==> config.mk <==
export PLATFORM = sky130hd
export DESIGN_NAME = rst_seq_ctrl
export DESIGN_NICKNAME = d
export VERILOG_FILES = /design/src/rtl/rst_seq_ctrl.sv
export SDC_FILE = /design/constraint.sdc
export NUM_CORES = 1
export LEC_CHECK = 0
export CAP_MARGIN = 20
export CELL_PAD_IN_SITES_DETAIL_PLACEMENT = 1
export CELL_PAD_IN_SITES_GLOBAL_PLACEMENT = 1
export CORE_ASPECT_RATIO = 0.8
export CORE_MARGIN = 1
export CORE_UTILIZATION = 40
export DETAILED_ROUTE_END_ITERATION = 12
export PLACE_DENSITY = 0.82
export SLEW_MARGIN = 20
export SYNTH_ARGS = -nofsm -noshare
export SYNTH_HDL_FRONTEND = slang
export SYNTH_SLANG_ARGS = --single-unit
==> constraint.sdc <==
create_clock -name i_clk -period 3 [get_ports i_clk]
set_clock_uncertainty 0.05 [all_clocks]
set_input_delay 0.6 -clock i_clk [delete_from_list [all_inputs] [get_ports i_clk]]
set_output_delay 0.6 -clock i_clk [all_outputs]
set_load 0.03 [all_outputs]
==> src/rtl/rst_seq_ctrl.sv <==
// Reset sequencer: holds every downstream reset domain, then releases them one
// at a time in index order, each gated by its ready ack (or a timeout) plus a gap.
module rst_seq_ctrl #(
    parameter int NUM_STAGE   = 3,
    parameter int HOLD_CYCLE  = 8,
    parameter int STAGE_DLY   = 16,
    parameter int ACK_TIMEOUT = 255,
    localparam int SW = (NUM_STAGE > 1) ? $clog2(NUM_STAGE) : 1
) (
    input  logic                 i_clk,
    input  logic                 i_rst_n,
    input  logic                 i_soft_rst,
    input  logic [NUM_STAGE-1:0] i_stage_ack,
    output logic [NUM_STAGE-1:0] o_stage_rst,
    output logic                 o_busy,
    output logic                 o_done,
    output logic                 o_timeout_err,
    output logic [SW-1:0]        o_cur_stage
);

    localparam int MAX_A = (HOLD_CYCLE > STAGE_DLY) ? HOLD_CYCLE : STAGE_DLY;
    localparam int MAX_V = (MAX_A > ACK_TIMEOUT) ? MAX_A : ACK_TIMEOUT;
    localparam int CW    = $clog2(MAX_V + 1);

    // Each terminal value is one less than the cycle count, because the
    // counter is cleared on the edge that enters the state.
    localparam logic [CW-1:0] HOLD_LAST  = CW'(HOLD_CYCLE - 1);
    localparam logic [CW-1:0] GAP_LAST   = CW'((STAGE_DLY > 0) ? STAGE_DLY - 1 : 0);
    localparam logic [CW-1:0] ACK_LAST   = CW'((ACK_TIMEOUT > 0) ? ACK_TIMEOUT - 1 : 0);
    localparam logic [SW-1:0] LAST_STAGE = SW'(NUM_STAGE - 1);

    typedef enum logic [1:0] {
        HOLD,
        WAIT_ACK,
        GAP,
        DONE
    } state_t;

    state_t               state_reg;
    logic [CW-1:0]        cnt_reg;
    logic [NUM_STAGE-1:0] cur_sel;
    logic                 ack_hit;
    logic                 tmo_hit;
    logic                 stage_end;
    logic                 last_stage;

    genvar gi;
    generate
        for (gi = 0; gi < NUM_STAGE; gi++) begin : g_sel
            assign cur_sel[gi] = (o_cur_stage == SW'(gi));
        end
    endgenerate

    assign ack_hit    = |(i_stage_ack & cur_sel);
    assign tmo_hit    = (ACK_TIMEOUT != 0) && (cnt_reg == ACK_LAST);
    assign stage_end  = ack_hit || tmo_hit || (ACK_TIMEOUT == 0);
    assign last_stage = (o_cur_stage == LAST_STAGE);

    always_ff @(posedge i_clk or negedge i_rst_n) begin
        if (!i_rst_n) begin
            state_reg     <= HOLD;
            cnt_reg       <= '0;
            o_stage_rst   <= '1;
            o_busy        <= 1'b1;
            o_done        <= 1'b0;
            o_timeout_err <= 1'b0;
            o_cur_stage   <= '0;
        end else if (i_soft_rst) begin
            state_reg     <= HOLD;
            cnt_reg       <= '0;
            o_stage_rst   <= '1;
            o_busy        <= 1'b1;
            o_done        <= 1'b0;
            o_timeout_err <= 1'b0;
            o_cur_stage   <= '0;
        end else begin
            case (state_reg)
                HOLD: begin
                    if (cnt_reg == HOLD_LAST) begin
                        o_stage_rst[0] <= 1'b0;
                        o_cur_stage    <= '0;
                        cnt_reg        <= '0;
                        state_reg      <= WAIT_ACK;
                    end else begin
                        cnt_reg <= cnt_reg + CW'(1);
                    end
                end
                WAIT_ACK: begin
                    if (stage_end) begin
                        // An ack landing on the timeout edge still counts as on time.
                        if (tmo_hit && !ack_hit)
                            o_timeout_err <= 1'b1;
                        cnt_reg <= '0;
                        if (last_stage) begin
                            state_reg <= DONE;
                            o_done    <= 1'b1;
                            o_busy    <= 1'b0;
                        end else if (STAGE_DLY == 0) begin
                            o_stage_rst <= o_stage_rst & ~(cur_sel << 1);
                            o_cur_stage <= o_cur_stage + SW'(1);
                        end else begin
                            state_reg <= GAP;
                        end
                    end else begin
                        cnt_reg <= cnt_reg + CW'(1);
                    end
                end
                GAP: begin
                    if (cnt_reg == GAP_LAST) begin
                        o_stage_rst <= o_stage_rst & ~(cur_sel << 1);
                        o_cur_stage <= o_cur_stage + SW'(1);
                        cnt_reg     <= '0;
                        state_reg   <= WAIT_ACK;
                    end else begin
                        cnt_reg <= cnt_reg + CW'(1);
                    end
                end
                DONE: begin
                    state_reg <= DONE;
                end
                default: begin
                    state_reg <= HOLD;
                end
            endcase
        end
    end

endmodule

* Yosys cells after proc, flatten, opt, wreduce, memory -nomap -nowiden
Index checks and enable logic that the tools add are counted.
Storage, ports and cells: flip-flop bits (word level) 18, bits of input ports 6, output and inout bits 8, logic and storage cells 75
Cells by class: $add $sub $neg 2, eq/ne operators 11, mux-type cells 32, bitwise logic cells 3, reductions and logical operators 19
Operator list (number):
- $mux W8 | 4
- $pmux W8 S3 | 1
- $mux W2 | 8
- $mux W1 | 14
- $reduce_and A3 Y1 | 4
- $reduce_bool A2 Y1 | 6
- $ne A3 B3 Y1 const B | 3
- $add A8 B1 Y8 const B | 1
- $eq A8 B3 Y1 const B | 1
- $eq A8 B4 Y1 const B | 1
- $eq A8 B8 Y1 const B | 1
- $pmux W2 S4 | 1
- $and A3 B3 Y3 | 2
- $eq A2 B2 Y1 const B | 3
- $mux W3 | 2
- $eq A2 B1 Y1 const B | 2
- $logic_not A2 Y1 | 2
- $pmux W2 S2 | 1
- $reduce_bool A4 Y1 | 1
- $not A3 Y3 | 1
- $reduce_bool A3 Y1 | 1
- $reduce_or A3 Y1 | 1
- $add A2 B1 Y2 const B | 1
- $pmux W1 S2 | 1
- 4 further kinds | 4

* Logic depth before layout (Yosys ltp)
Gate-level depths: netlist of the first run.
depth after elaboration 9, gate-level depth with buffers 8

* Least setup slack after synthesis of the first run
OpenSTA, ideal clock, no wires.
path type reg2reg, start register o_cur_stage[0], end register cnt_reg[5], library setup time 0.101 ns, arrival time 1.888 ns, required time 2.849 ns, path slack 0.962 ns, stages on the path, launching flop included 8, path buffers 0, period minus slack after synthesis 2.038 ns, cells stage by stage dfrtp_1 -> inv_1 -> ha_1 -> a22oi_1 -> nand3_1 -> o221ai_4 -> nand3b_4 -> o311ai_2
On the way: longest elaborated chain between the ends 7, elaborated cells on any way between the ends 9
Ends and longest elaborated chain:
- start: declaration | line 18 | output logic [SW-1:0] o_cur_stage
- start signal: assignment | line 100 | o_cur_stage <= o_cur_stage + SW'(1);
- start signal: assignment | line 111 | o_cur_stage <= o_cur_stage + SW'(1);
- $eq A2 B1 Y1, or another cell as far along | line 50 | assign cur_sel[gi] = (o_cur_stage == SW'(gi));
- $and A3 B3 Y3 (*) | line 54 | assign ack_hit = |(i_stage_ack & cur_sel);
- $reduce_or A3 Y1 (*) | line 54
- $logic_or A1 B1 Y1 (*) | line 56 | assign stage_end = ack_hit || tmo_hit || (ACK_TIMEOUT == 0);
- $mux W8 (*) | line 89 | if (stage_end) begin
- $pmux W8 S3 (*) | line 77 | case (state_reg)
- $mux W8 (*) | line 68 | end else if (i_soft_rst) begin
- end signal: assignment | line 85 | cnt_reg <= cnt_reg + CW'(1);
- end signal: assignment | line 105 | cnt_reg <= cnt_reg + CW'(1);
- end signal: assignment | line 115 | cnt_reg <= cnt_reg + CW'(1);
- end: declaration | line 40 | logic [CW-1:0] cnt_reg;
Mark *: on every way between the ends. The rest lies on a longest branch, timed or not. A chain may end at the register's enable or synchronous reset.

* Final worst setup path of the first run
Same ends and word-level chain as after synthesis.

==> results by group, run 1 <==
CTS
  – CTS root buf: clkbuf_4
  – CTS tree: built
  – Post-CTS setup buffers: 0
  – Clk Latency, worst-skew pair: about 300 ps
  – Num CTS Buffers: 3
  – Clock Path Buffers: 2
  – Post-cts sizing count: 0
  – Hold_buf cts: 0
  – Clk sinks: 18
  – H-tree depth: 1
  – Clock-pin slew on the worst setup and hold paths: 120 ps

Global route
  – GR peak layer: met2
  – All-Layer GR Usage: roughly 22%
  – Antenna violations before repair: 0
  – Met2 Resource Use GR: 37.7%
  – Largest net degree at the start of global routing: 19
  – GR Layer Usage met3: 5.45%
  – First-pass GRT wire length: 5200 um
  – Total congestion overflow: 0
  – Vias in the first global route: 1,040
  – Met1 global-route usage: between 20% and 30%

Critical path
  – R2R Path End: cnt_reg[5]
  – R2R depth: 7
  – Worst reg2reg path startpoint: o_cur_stage[0]
  – FF-to-FF setup slack: 800 ps
  – WP data arrival: roughly 2400 ps
  – CP endpoint kind: flip-flop
  – CP Class: flip-flop to flip-flop
  – Worst Setup Start Kind: flip-flop
  – Required @ worst endpoint: 3160 ps
  – Crit path max fanout: 8

Layout
  – Fraction of layout cells with a size suffix above 1: between 10% and 20%
  – Register area: 455 um^2
  – Area Overhead vs Synth: 17.3%
  – Fillcell total: 331
  – Footprint of the multi-input gates: 651 um^2
  – Layout Utilization: about half
  – Nets: 151
  – Max reg flops: 8
  – Diodes inserted: 0

Routing
  – Wirelength, routed: 3070 um
  – Routed Antenna Nets: 0
  – Via count: 1,003
  – DRC Markers: 0
  – Initial DRC Count: 36
  – WL per Instance: 17.8 um
  – Vias/cell: a little under 6
  – Pre-antenna DRT Iters: 4

Place
  – DP Wirelength: 2290 um
  – Port Buf Inserts: 13
  – Placer congestion estimate: 0.797

Synth
  – Main synth FF type: dfrtp_1
  – Synthesized flop and latch total: 18
  – Mapped cell area: about 1200 um^2
  – Area leader, netlist: dfrtp_1
  – Cells after synthesis: 120
  – Area contributors post-synth: dfrtp_1, ha_1, dfstp_2
  – Most instantiated library cell after synthesis: dfrtp_1
  – Syn. warnings: 0
  – Post-synth EDFFs: 0
  – Syn nets: ~140
  – Syn Area/Cell: 9.80 um^2
  – Unique masters post-synth: slightly above 40
  – Sequential share of the synthesized area: 38.7%
  – Top cells by count, synth: dfrtp_1, inv_1, ha_1, nor2_1, nand2_1
  – Share of the synthesized area in the top cell type: 29.8%
  – Synth async-reset ratio: 100%

STA
  – Achievable frequency: around 450 MHz
  – Fin crit share: 73.4%
  – Worst-Margin Slew: 823 ps
  – Number of setup violations in the final report: 0
  – RSZ-0062 raised after global routing: false
  – Sum Neg Setup Slack: 0 ps
  – Final hold viol count: 0
  – Fin crit period: 2200 ps
  – Max-slew headroom: roughly 45%
  – Hold Slack: 462 ps
  – Max-slew violation count: 0

Floorplan
  – Die area: ~3200 um^2
  – Die width: 62.6 um
  – Die height: 50.5 um
  – Initial Utilization: 42.5%
  – Core footprint: 2770 um^2
  – IO Pins: 14
  – Row count: 17

Flow run
  – Maxcap violations: 0

Min path
  – Hold-critical path endpoint: o_timeout_err
  – Hold depth: 2
  – Type of the most critical hold path: flip-flop to flip-flop
  – Hold Crit Start: o_timeout_err

Pwr
  – P_leak: 0.000551 uW
  – Max VDD drop: between 0.2 and 0.3 mV
  – Cell Pwr Density: between 500 and 600 nW/um^2

Status
  – Status: finished, final reports clean
area by class of cell:
class	instances	share of cell area, %
multi-input combinational	86	47.1
inverter	12	3.26
timing repair buffer	15	10.5
sequential	18	33.0
tap	38	3.45
clock buffer	4	2.63
through the flow:
| stage | power (uW) | worst slack, ps | instances | cell area, um^2 |
|---|---|---|---|---|
| after floorplan | 506 | 962 | 120 | 1180 |
| after global placement | 558 | 683 | 169 | 1340 |
| after detailed placement | 579 | 577 | 169 | 1340 |
| after CTS | 738 | 805 | 173 | 1380 |
| after global routing | 783 | 660 | 173 | 1380 |
| final | 733 | 798 | 173 | 1380 |
worst max-delay path, stage by stage (launching register included):
cell and delay, ps:
dfrtp_1 440, inv_1 90, ha_1 230, a22oi_1 260, nand3_1 250, o221ai_4 360
nand3b_4 150, o311ai_2 260
worst max-delay path by stage:
stage / end / slack [ps] / startpoint / cells past startpoint
after detailed placement: cnt_reg[5] / 580 / i_stage_ack[0] / 6
after global placement: cnt_reg[7] / 680 / i_stage_ack[0] / 6
after CTS: o_stage_rst[1] / 810 / o_stage_rst[1] / 1
after floorplan: cnt_reg[5] / 960 / o_cur_stage[0] / 7
final: cnt_reg[5] / 800 / o_cur_stage[0] / 7
after global routing: cnt_reg[5] / 660 / o_cur_stage[1] / 7
cells by family (layout without fill, tap and decap cells):
kind of cell             Yosys count  in the layout  share of synthesized area (%)
buffers and inverters             16             31                           5.96
adder cells (fa/ha/maj)            9              9                           9.57
flip-flops                        18             18                           38.7
AO/OA/AOI/OAI                     33             33                           23.2
multiplexers                       1              1                          0.851
AND/OR/NAND/NOR                   43             43                           21.7
placed cells by master, fill, tap and decap left out, types with 2 or more instances in the layout:
master / Yosys / layout
nor3_1: 3 / 3
o21ai_0: 2 / 2
dfrtp_1: 14 / 14
a221oi_1: 2 / 2
a32o_1: 2 / 2
clkdlybuf4s50_1: 0 / 13
a21oi_1: 3 / 3
a31oi_1: 4 / 4
nand3_1: 7 / 7
nand4_1: 2 / 2
ha_1: 9 / 9
nor2_1: 9 / 9
clkbuf_4: 0 / 3
o21ai_1: 5 / 5
o311ai_2: 2 / 2
inv_1: 12 / 12
buf_4: 0 / 2
nand2b_1: 3 / 3
and4_4: 2 / 2
a21o_1: 4 / 4
dfstp_2: 4 / 4
nand2_1: 8 / 8
power by group:
| group | internal (uW) | switching [uW] | total [uW] |
|---|---|---|---|
| clock | 74.0 | 83.3 | 157 |
| combinational | 106 | 178 | 284 |
| sequential | 265 | 26.3 | 291 |
| total | 445 | 288 | 733 |
layer usage:
metal / vias up / wire length, um / part of all wire (%)
met1: 510 / 1460 / 47
met2: 20 / 1480 / 48
li1: 469 / - / -
met5: - / 0 / 0
met3: 4 / 100 / 3.3
met4: 0 / 34 / 1.1
(Power assumes the default switching activity.)
==> run 2, diff against run 1 <==
--- a/config.mk
+++ b/config.mk
@@ -10,7 +10,7 @@
 export CELL_PAD_IN_SITES_GLOBAL_PLACEMENT = 1
 export CORE_ASPECT_RATIO = 0.8
 export CORE_MARGIN = 1
-export CORE_UTILIZATION = 40
+export CORE_UTILIZATION = 38
 export DETAILED_ROUTE_END_ITERATION = 12
 export PLACE_DENSITY = 0.82
 export SLEW_MARGIN = 20
==> constraint.sdc (replaced) <==
create_clock -name i_clk -period 1.8 [get_ports i_clk]
set_clock_uncertainty 0.05 [all_clocks]
set_input_delay 0.36 -clock i_clk [delete_from_list [all_inputs] [get_ports i_clk]]
set_output_delay 0.36 -clock i_clk [all_outputs]
set_load 0.03 [all_outputs]
==> run 2 against run 1 <==
The run now ends with setup timing left. Count of clock-buffer cells in the layout did not move. Register-to-register slack got worse by 910 ps. Cell area rose by 35%. Clock power rose by 120%. Routed wire length rose by 64%. Cell count rose by 20%. Flip-flop and latch count did not move. Global-route usage rose by 4.8 points. Largest cell class unchanged.
==> results by group, run 2 (synthesized netlist as in run 1, its figures left out) <==
Place
  – DP Wirelength: 2590 um
  – Placer congestion estimate: 0.877
  – Placed inst area: 1540 um^2
  – Port Buf Inserts: 13

Layout
  – Max reg flops: 8
  – Area Overhead vs Synth: 58.9%
  – Leading cell type in the layout, fill and taps excluded: buf_4
  – Post-route cell area: 1870 um^2
  – Nets: around 190
  – Diodes inserted: 0
  – Fraction of layout cells with a size suffix above 1: about half

STA
  – Fin crit period: ~1900 ps
  – Number of setup violations in the final report: 9
  – Fin crit share: 106%
  – Final worst slack: -112 ps
  – RSZ-0062 raised after global routing: true
  – Hold Slack: 386 ps
  – Max-slew headroom: approximately 75%
  – Worst-Margin Slew: 373 ps
  – Achievable frequency: 523 MHz
  – Max-slew violation count: 0
  – Final hold viol count: 0

Critical path
  – Worst reg2reg path startpoint: o_cur_stage[0]
  – CP Class: flip-flop to flip-flop
  – CP endpoint kind: flip-flop
  – WP data arrival: 2010 ps
  – Required @ worst endpoint: ~1900 ps
  – Crit path max fanout: 4
  – Worst Setup Start Kind: flip-flop
  – CP startpoint: o_cur_stage[0]

Floorplan
  – Initial Utilization: roughly two fifths
  – Die width: 64.2 um
  – Die height: slightly above 50 um
  – Core footprint: 2850 um^2
  – Row count: 17
  – Die area: 3320 um^2
  – IO Pins: 14

CTS
  – Clock Path Buffers: 2
  – H-tree depth: 1
  – Num CTS Buffers: 3
  – Hold_buf cts: 0
  – Clk sinks: 18
  – Clk Latency, worst-skew pair: 260 ps
  – CTS tree: built
  – Clock-pin slew on the worst setup and hold paths: around 70 ps
  – CTS root buf: clkbuf_8

Status
  – Failing checks: setup timing
  – Status: complete, but fails checks

Min path
  – Type of the most critical hold path: primary input to async pin

Global route
  – First-pass GRT wire length: 6410 um
  – Largest net degree at the start of global routing: 19
  – Total congestion overflow: 0
  – All-Layer GR Usage: 26.7%
  – Vias in the first global route: 1,226
  – Antenna violations before repair: 0

Pwr
  – Cell Pwr Density: approximately 960 nW/um^2
  – Max VDD drop: 0.733 mV
  – P_leak: 0.000756 uW

Routing
  – Initial DRC Count: 109
  – Pre-antenna DRT Iters: 4
  – DRC Markers: 0
  – Routed Antenna Nets: 0
  – Vias/cell: 5.93
  – Via count: 1,233
  – WL per Instance: 24.3 um
  – Wirelength, routed: 5050 um

Flow run
  – Maxcap violations: 0
-- run 2: area by class of cell --
type / instances / area (um^2)
clock buffer: 4 / 55.1
sequential: 18 / 463
tap: 38 / 47.5
timing repair buffer: 50 / 429
fill: 312 / 981
inverter: 12 / 47.5
multi-input combinational: 86 / 827
-- run 2: routing by layer --
layer | vias to the layer above | track usage [%] | share of wire (%)
met2 | 41 | 51.2 | 53
li1 | 543 | - | -
met1 | 635 | 30.2 | 41
met5 | - | 0 | 0
met4 | 0 | 7.41 | 1.5
met3 | 14 | 5.26 | 3.8
-- run 2: stage by stage --
step	instances	worst slack, ps	power, uW	util [%]	TNS (ps)
finish	208	-112	1800	65.6	-530
global route	208	-176	1870	65.6	-1050
CTS	198	-11.4	1560	58.6	-21.0
detailed placement	190	-186	1130	54.1	-1130
global placement	190	-114	1090	54.1	-719
floorplan	120	-0.0909	849	-	-0.179
-- run 2: power breakdown --
group	switching [uW]	internal (uW)	leakage, uW
logic	511	452	0.000503
registers	57.9	443	0.000224
clock network	144	195	0.0000288
-- run 2: path summary, 6_finish.rpt --
kind                              end  slack, ps  depth (start not counted)
setup / recovery           cnt_reg[7]       -110                          6
hold / removal             cnt_reg[3]        390                          2
setup reg to reg           cnt_reg[7]       -110                          6
hold reg to reg                o_busy        460                          1
max in group asynchronous      o_busy       1040                          2
min in group i_clk             o_busy        460                          1
-- run 2: repair_timing --
| item | in CTS | in global routing |
|---|---|---|
| gates resized for setup | 15 | 24 |
| gates cloned | 0 | 1 |
| setup buffers | 4 | 9 |
| pin swaps | 8 | 13 |
| endpoints found under the setup margin | 14 | 13 |
-- run 2: critical path, stage by stage, from the launching register on --
cell,delay (ps)
dfrtp_2,440
ha_2,210
a22oi_2,240
nand3_2,170
o221ai_4,280
nand3b_4,160
o311ai_2,260
==> run 3, diff against run 2 <==
--- a/config.mk
+++ b/config.mk
@@ -5,7 +5,7 @@
 export SDC_FILE = /design/constraint.sdc
 export NUM_CORES = 1
 export LEC_CHECK = 0
-export CAP_MARGIN = 20
+export CAP_MARGIN = 10
 export CELL_PAD_IN_SITES_DETAIL_PLACEMENT = 1
 export CELL_PAD_IN_SITES_GLOBAL_PLACEMENT = 1
 export CORE_ASPECT_RATIO = 0.8
==> results of run 3 <==
No change in the layout: final DEF, timing and power equal those of run 2.
